### config.mk
export PLATFORM = sky130hd
export DESIGN_NAME = id_ex_stage
export DESIGN_NICKNAME = d
export VERILOG_FILES = /design/src/rtl/id_ex_stage_pkg.sv /design/src/rtl/id_ex_stage_hazard_detect.sv /design/src/rtl/id_ex_stage.sv
export SDC_FILE = /design/constraint.sdc
export NUM_CORES = 1
export LEC_CHECK = 0
export CAP_MARGIN = 20
export CORE_MARGIN = 2
export CORE_UTILIZATION = 44
export DETAILED_ROUTE_END_ITERATION = 8
export PLACE_DENSITY = 0.81
export SLEW_MARGIN = 5
export SYNTH_ARGS = -nofsm -noshare
export SYNTH_HDL_FRONTEND = slang
export SYNTH_SLANG_ARGS = --single-unit
### constraint.sdc
create_clock -name CLK -period 4.5 [get_ports CLK]
set_clock_uncertainty 0.15 [all_clocks]
set_input_delay 0.9 -clock CLK [delete_from_list [all_inputs] [get_ports CLK]]
set_output_delay 0.9 -clock CLK [all_outputs]
set_load 0.02 [all_outputs]
### src/rtl/id_ex_stage_pkg.sv
// Shared widths and the zero control bundle for the ID/EX stage and its hazard logic.
package id_ex_stage_pkg;

  localparam int ID_EX_AWL = 6;
  localparam int REG_W     = ID_EX_AWL - 1;
  localparam int ALUSEL_W  = ID_EX_AWL - 2;

  typedef struct packed {
    logic mtorfsel;
    logic dmwe;
    logic branch;
    logic aluinsel;
    logic rfdsel;
    logic rfwe;
    logic jump;
  } ctrl_t;

  localparam ctrl_t CTRL_ZERO = ctrl_t'(7'b0000000);

endpackage

### src/rtl/id_ex_stage_hazard_detect.sv
// Load-use hazard detection: an Execute-stage load whose destination feeds a Decode-stage source.
module hazard_detect
  import id_ex_stage_pkg::*;
#(
  parameter int RW = REG_W
) (
  input  logic          valid_e_i,
  input  logic          mtorfsel_e_i,
  input  logic          rfwe_e_i,
  input  logic [RW-1:0] rt_e_i,
  input  logic [RW-1:0] rs_d_i,
  input  logic [RW-1:0] rt_d_i,
  output logic          lw_stall_o
);

  logic dep_s;
  logic load_s;

  // $0 is hardwired to zero, so a load targeting it can never create a dependency
  always_comb begin
    dep_s      = (rt_e_i == rs_d_i) | (rt_e_i == rt_d_i);
    load_s     = valid_e_i & mtorfsel_e_i & rfwe_e_i & (rt_e_i != {RW{1'b0}});
    lw_stall_o = load_s & dep_s;
  end

endmodule

### src/rtl/id_ex_stage.sv
// ID/EX pipeline register with load-use stall, bubble insertion and saturating stall/flush counters.
module id_ex_stage
  import id_ex_stage_pkg::*;
#(
  parameter int AWL = ID_EX_AWL,
  parameter int DWL = 32,
  parameter int CWL = 16
) (
  input  logic           CLK,
  input  logic           RSTn,
  input  logic           MtoRFSelD,
  input  logic           DMWED,
  input  logic           BranchD,
  input  logic           ALUInSelD,
  input  logic           RFDSelD,
  input  logic           RFWED,
  input  logic           JumpD,
  input  logic [AWL-3:0] ALUSelD,
  input  logic [DWL-1:0] RD1D,
  input  logic [DWL-1:0] RD2D,
  input  logic [DWL-1:0] SImmD,
  input  logic [AWL-2:0] RsD,
  input  logic [AWL-2:0] RtD,
  input  logic [AWL-2:0] RdD,
  input  logic           FlushE,
  input  logic           ClrCnt,
  output logic           MtoRFSelE,
  output logic           DMWEE,
  output logic           BranchE,
  output logic           ALUInSelE,
  output logic           RFDSelE,
  output logic           RFWEE,
  output logic           JumpE,
  output logic [AWL-3:0] ALUSelE,
  output logic [DWL-1:0] RD1E,
  output logic [DWL-1:0] RD2E,
  output logic [DWL-1:0] SImmE,
  output logic [AWL-2:0] RsE,
  output logic [AWL-2:0] RtE,
  output logic [AWL-2:0] RdE,
  output logic           ValidE,
  output logic           StallF,
  output logic           StallD,
  output logic [CWL-1:0] StallCnt,
  output logic [CWL-1:0] FlushCnt
);

  localparam logic [CWL-1:0] CNT_MAX = {CWL{1'b1}};
  localparam logic [CWL-1:0] CNT_ONE = {{(CWL-1){1'b0}}, 1'b1};

  ctrl_t          ctrl_q, ctrl_d, ctrl_in_s;
  logic [AWL-3:0] alusel_q, alusel_d;
  logic [DWL-1:0] rd1_q, rd1_d, rd2_q, rd2_d, simm_q, simm_d;
  logic [AWL-2:0] rs_q, rs_d, rt_q, rt_d, rd_q, rd_d;
  logic           valid_q, valid_d;
  logic [CWL-1:0] stall_cnt_q, stall_cnt_d, flush_cnt_q, flush_cnt_d;
  logic           lw_stall_s, bubble_s;

  hazard_detect #(.RW(AWL-1)) u_hazard (
    .valid_e_i    (valid_q),
    .mtorfsel_e_i (ctrl_q.mtorfsel),
    .rfwe_e_i     (ctrl_q.rfwe),
    .rt_e_i       (rt_q),
    .rs_d_i       (RsD),
    .rt_d_i       (RtD),
    .lw_stall_o   (lw_stall_s)
  );

  assign ctrl_in_s = '{mtorfsel: MtoRFSelD, dmwe: DMWED, branch: BranchD, aluinsel: ALUInSelD,
                       rfdsel: RFDSelD, rfwe: RFWED, jump: JumpD};
  assign bubble_s  = FlushE | lw_stall_s;

  // Next-state: bubble zeroes the whole slot; flush takes priority over stall in the counters
  always_comb begin
    ctrl_d      = ctrl_in_s;
    alusel_d    = ALUSelD;
    rd1_d       = RD1D;
    rd2_d       = RD2D;
    simm_d      = SImmD;
    rs_d        = RsD;
    rt_d        = RtD;
    rd_d        = RdD;
    valid_d     = 1'b1;
    stall_cnt_d = stall_cnt_q;
    flush_cnt_d = flush_cnt_q;
    if (bubble_s) begin
      ctrl_d   = CTRL_ZERO;
      alusel_d = {(AWL-2){1'b0}};
      rd1_d    = {DWL{1'b0}};
      rd2_d    = {DWL{1'b0}};
      simm_d   = {DWL{1'b0}};
      rs_d     = {(AWL-1){1'b0}};
      rt_d     = {(AWL-1){1'b0}};
      rd_d     = {(AWL-1){1'b0}};
      valid_d  = 1'b0;
    end else begin
      valid_d  = 1'b1;
    end
    if (ClrCnt) begin
      stall_cnt_d = {CWL{1'b0}};
      flush_cnt_d = {CWL{1'b0}};
    end else if (FlushE) begin
      flush_cnt_d = (flush_cnt_q != CNT_MAX) ? flush_cnt_q + CNT_ONE : flush_cnt_q;
    end else if (lw_stall_s) begin
      stall_cnt_d = (stall_cnt_q != CNT_MAX) ? stall_cnt_q + CNT_ONE : stall_cnt_q;
    end else begin
      stall_cnt_d = stall_cnt_q;
    end
  end

  // Pipeline slot and counter registers
  always_ff @(posedge CLK or negedge RSTn) begin
    if (!RSTn) begin
      ctrl_q      <= CTRL_ZERO;
      alusel_q    <= {(AWL-2){1'b0}};
      rd1_q       <= {DWL{1'b0}};
      rd2_q       <= {DWL{1'b0}};
      simm_q      <= {DWL{1'b0}};
      rs_q        <= {(AWL-1){1'b0}};
      rt_q        <= {(AWL-1){1'b0}};
      rd_q        <= {(AWL-1){1'b0}};
      valid_q     <= 1'b0;
      stall_cnt_q <= {CWL{1'b0}};
      flush_cnt_q <= {CWL{1'b0}};
    end else begin
      ctrl_q      <= ctrl_d;
      alusel_q    <= alusel_d;
      rd1_q       <= rd1_d;
      rd2_q       <= rd2_d;
      simm_q      <= simm_d;
      rs_q        <= rs_d;
      rt_q        <= rt_d;
      rd_q        <= rd_d;
      valid_q     <= valid_d;
      stall_cnt_q <= stall_cnt_d;
      flush_cnt_q <= flush_cnt_d;
    end
  end

  assign MtoRFSelE = ctrl_q.mtorfsel;
  assign DMWEE     = ctrl_q.dmwe;
  assign BranchE   = ctrl_q.branch;
  assign ALUInSelE = ctrl_q.aluinsel;
  assign RFDSelE   = ctrl_q.rfdsel;
  assign RFWEE     = ctrl_q.rfwe;
  assign JumpE     = ctrl_q.jump;
  assign ALUSelE   = alusel_q;
  assign RD1E      = rd1_q;
  assign RD2E      = rd2_q;
  assign SImmE     = simm_q;
  assign RsE       = rs_q;
  assign RtE       = rt_q;
  assign RdE       = rd_q;
  assign ValidE    = valid_q;
  assign StallF    = lw_stall_s;
  assign StallD    = lw_stall_s;
  assign StallCnt  = stall_cnt_q;
  assign FlushCnt  = flush_cnt_q;

endmodule

# After elaboration in Yosys (flattened, before gate mapping)
# Index checks and enable logic that the tools add are counted.
[word_totals] regBits=155 inputBits=126 out_inout_bits=157 wordCells=53
[op_classes] n_addsub=2 eq_ne=5 n_mux=16 bitwise=6 n_reduce_logical=7
[op_table] op="16-bit 2-to-1 mux" n=7
[op_table] op="32-bit 2-to-1 mux" n=3
[op_table] op="16-bit by 1-bit adder with 16-bit output, second input constant" n=2
[op_table] op="16-bit inequality test, second input constant" n=2
[op_table] op="5-bit 2-to-1 mux" n=3
[op_table] op="5-bit == test" n=2
[op_table] op="2-bit nonzero test" n=4
[op_table] op="7-bit 2-to-1 mux" n=1
[op_table] op="5-bit nonzero test" n=1
[op_table] op="1-bit bitwise AND" n=4
[op_table] op="4-bit 2-to-1 mux" n=1
[op_table] op="3-bit AND reduction" n=1
[op_table] op="2-bit by 1-bit inequality test with 1-bit output, second input constant" n=1
[op_table] op="1-bit bitwise OR" n=2
[op_table] op="2-bit AND reduction" n=1
[op_table] op="1-bit 2-to-1 mux" n=1

# Depth between registers and ports, before layout
[logic_depth] ltp_word=7 ltp_mapped=7 mapped_depth_nobuf=6

# Cells and area by module
# A second synthesis with hierarchy kept.
[unflattened] hier_cells=473 hier_area_um2=5850.6
[modules_own_cells] module="id_ex_stage" instances=1 cells_each=456 area_each_um2=5721.7 seq_area_each_um2=3878.7
[modules_own_cells] module="hazard_detect" instances=1 cells_each=17 area_each_um2=128.9 seq_area_each_um2=0.0

# Least setup slack after synthesis
# OpenSTA, ideal clock, no wires.
[synth_timing] kind="input -> output" from="input port RtD[2]" to="output port StallF" arrival_time_ns=2.528 t_required_ns=3.450 setup_slack_ns=0.922 path_stages=7 path_buffers=3 path_cell_list="xor2_1 nor3_1 a22oi_2 buf_4 buf_2 nor3_1 buf_4"
[synth_between] elab_chain_cells=3
[synth_lines] element="start: declaration" line="id_ex_stage.sv:23" rtl="input logic [AWL-2:0] RtD,"
[synth_lines] element="5-bit == test" line="id_ex_stage_hazard_detect.sv:21" rtl="dep_s = (rt_e_i == rs_d_i) | (rt_e_i == rt_d_i);"
[synth_lines] element="1-bit bitwise OR" line="id_ex_stage_hazard_detect.sv:21"
[synth_lines] element="1-bit bitwise AND" line="id_ex_stage_hazard_detect.sv:23" rtl="lw_stall_o = load_s & dep_s;"
[synth_lines] element="end: declaration" line="id_ex_stage.sv:42" rtl="output logic StallF,"
# No other way between the ends.

# Worst setup path in the final report
# Ends and elaborated chain as after synthesis.

==> flow_metrics.py <==
metrics = {
    "grt": {
        "grt_max_degree": 116,
        "grt_pass1_wl_mm": 26.1,
        "grt_pass1_vias": 4911,
        "grt_overflow": 0,
        "grt_use_total_pct": 23.8,
        "antenna_found_initial": 1,
    },
    "logic_synthesis": {
        "ys_warn_count": 0,
        "ys_seq_area_share_pct": 64.4,
        "synth.most_common_cell": "dfrtp_1",
        "synth_top_area_share_pct": 64.4,
        "syn_area_per_cell_sq_um": 12.7,
        "ys_async_sr_fraction_pct": 100,
        "synthCells": 475,
        "yosys.area.top_type": "dfrtp_1",
        "synth.distinct_cells": 49,
        "synthFlopType": "dfrtp_1",
        "synth-seq-cells": 155,
        "synth_common_cells": "dfrtp_1 (155), and2_1 (123), nor2_1 (30)",
        "synthTopCellsByArea": "dfrtp_1 (64%), and2_1 (13%), xor2_1 (2.3%), nor2_1 (1.9%), buf_6 (1.5%)",
        "syn_area_sq_um": 6020,
        "synthesis.nets": 603,
        "synth_edf_count": 0,
    },
    "layout": {
        "fin_nets": 889,
        "syn2layout_area_growth_pct": 58.3,
        "final_cells": 951,
        "drive_above_1_share_pct": 8.14,
        "nFillCells": 914,
        "final_util_pct": 71.7,
    },
    "placement": {
        "dpl.hpwl_mm": 12.7,
        "finalWeightedCongestion": 0.838,
        "io_buffers": 282,
        "dpl_worst_slack_ps": 550,
        "dp.cells": 917,
    },
    "timing": {
        "post-route-min-period_ps": 3940,
        "rsz0062_at_grt": "no",
        "slew_violations": 0,
        "holdWs_ps": 178,
        "hold_viol_final": 0,
        "setup_ws_ps": 557,
        "worst_pin_slew_ps": 726,
        "setup_tns_ps": 0,
        "fin_crit_sh_pct": 87.6,
        "slew_headroom_pct": 51.4,
        "maxClockFrequency_ghz": 0.254,
        "finalSetupViolations": 0,
    },
    "floorplan": {
        "die-width_um": 121,
        "num_rows": 42,
        "ios": 283,
        "dieArea_sq_um": 14600,
        "core_sq_um": 13300,
        "die_h_um": 121,
        "initial_utilization_pct": 45.3,
    },
    "detailed_routing": {
        "viasPerCell": 4.87,
        "via_count": 4629,
        "ant_nets": 0,
        "drt_iter0_markers": 232,
        "dr.pass1.iters": 4,
        "post-route-drc-count": 0,
        "wirelength_mm": 17.1,
        "wire_per_inst_um": 18.0,
    },
    "power_and_ir_drop": {
        "switchingPower_mw": 0.771,
        "internal_power_mw": 2.47,
        "powerDensity_nw_per_um2": 340,
        "p_sw_share_pct": 23.8,
        "irDropWorstVdd_uv": 319,
        "combPwrFrac_pct": 13.5,
        "pwr-share-seq_pct": 45.5,
        "clkPwrFrac_pct": 41.0,
        "p_leak_nw": 4.05,
    },
    "worst_setup_path": {
        "path_class": "input port to output port",
        "arrival_ps": 2890,
        "r2r_cells": 7,
        "crit_fanout": 2,
        "r2r-end": "SImmE[11]",
        "reg2reg_slack_ps": 1940,
        "startpoint": "RtD[2]",
        "required_ps": 3450,
        "startpoint_type": "input port",
        "critPathCaptureType": "output port",
        "setup.worst_path.end": "StallF",
        "r2r-start": "RtE[0]",
    },
    "cts": {
        "cts_hold_buffers": 0,
        "cts_buffers": 17,
        "cts_root_buf": "clkbuf_16",
        "clkSlewWorstSetupHoldPaths_ps": 60,
        "post_cts_buffers": 0,
        "cts_sinks": 155,
        "cts_tree": "built",
        "cts_resized": 0,
        "htree_levels": 4,
        "clk_latency_ps": 420,
        "clockBufferDepth": 2,
    },
    "min_path": {
        "hp-class": "input port to asynchronous set/reset pin",
    },
    "run_status": {
        "outcome": "completed",
    },
    "job": {
        "cap_violations": 0,
    },
}
sequential cells by signal, indices dropped and copies added (netlist names), 4 cells and up:
name and flops:
FlushCnt 16, RdE 5, SImmE 32, RsE 5, StallCnt 16, RD2E 32
RtE 5, RD1E 32, ALUSelE 4
cell type report:
cell class,instances,area [sq um],area share [%]
inverter,4,15.0,0.158
timing repair buffer,290,2900,30.5
clock inverter,12,98.8,1.04
antenna,1,2.50,0.0263
multi-input combinational,293,1950,20.5
clock buffer,20,457,4.79
sequential,155,3880,40.7
tap,176,220,2.31
critical path: stages:
cell	delay, ps
clkdlybuf4s50_1	440
xor2_1	160
nor3_1	290
a22oi_2	120
nor3_1	310
clkdlybuf4s50_1	660
metrics by stage:
| step | cell area, sq um | power (mW) |
|---|---|---|
| floorplan | 6020 | 1.66 |
| global placement | 8940 | 1.93 |
| detailed placement | 8940 | 1.94 |
| CTS | 9500 | 3.27 |
| global route | 9530 | 3.37 |
| finish | 9530 | 3.24 |
worst min path at each step:
stage / endpoint / slack, ps / start / cells after the start
final: FlushCnt[12] / 180 / RSTn / 1
after global routing: FlushCnt[11] / 170 / RSTn / 1
after CTS: StallCnt[6] / 440 / StallCnt[6] / 2
after detailed placement: FlushCnt[6] / 430 / FlushCnt[6] / 2
after global placement: FlushCnt[6] / 420 / FlushCnt[6] / 2
after floorplan: ALUInSelE / 450 / RSTn / 0
placed cells by master (no fill, tap or decap), drive strengths merged, types with 2 or more instances in the layout:
| master | netlist | final |
|---|---|---|
| mux2i | 2 | 2 |
| nand2b | 2 | 2 |
| or3 | 3 | 3 |
| o21ai | 3 | 3 |
| o31ai | 6 | 6 |
| a21oi | 11 | 11 |
| mux2 | 7 | 7 |
| buf | 13 | 9 |
| or4 | 7 | 7 |
| nor2b | 6 | 6 |
| inv | 4 | 4 |
| nand4 | 9 | 9 |
| ha | 2 | 2 |
| xnor2 | 6 | 6 |
| o21ba | 2 | 2 |
| nand2 | 9 | 9 |
| nor3 | 10 | 10 |
| xor2 | 16 | 16 |
| clkbuf | 10 | 20 |
| o2111ai | 2 | 2 |
| a211oi | 4 | 4 |
| and2 | 123 | 123 |
| and3 | 3 | 3 |
| nor3b | 2 | 2 |
| clkinvlp | 0 | 4 |
| and4 | 3 | 3 |
| nand3 | 14 | 14 |
| dfrtp | 155 | 155 |
| clkinv | 0 | 7 |
| clkdlybuf4s50 | 0 | 281 |
| nor2 | 31 | 31 |
layer usage:
metal | GRT usage (%) | share of wire, %
met1 | 25.8 | 35
met3 | 9.02 | 8.7
met5 | 0 | 0
met4 | 11.0 | 3.0
met2 | 41.2 | 53
power by group through the flow:
stage | Clock (mW) | Sequential, mW | Combinational (mW)
2_1_floorplan | 0 | 1.57 | 0.0821
3_3_place_gp | 0 | 1.50 | 0.428
3_5_place_dp | 0 | 1.50 | 0.436
4_1_cts | 1.35 | 1.48 | 0.439
5_1_grt | 1.42 | 1.48 | 0.466
6_report | 1.33 | 1.48 | 0.437
kinds of logic after synthesis:
| group | share of synthesized area, % |
|---|---|
| AOI/OAI and AO/OA | 4.59 |
| xor gates and xnor gates | 3.20 |
| adders and majority gates | 0.416 |
| buffers and inverters | 3.14 |
| DFF | 64.4 |
| muxes | 1.89 |
| and+or+nand+nor | 22.3 |
Power figures use the tool's default switching activity.
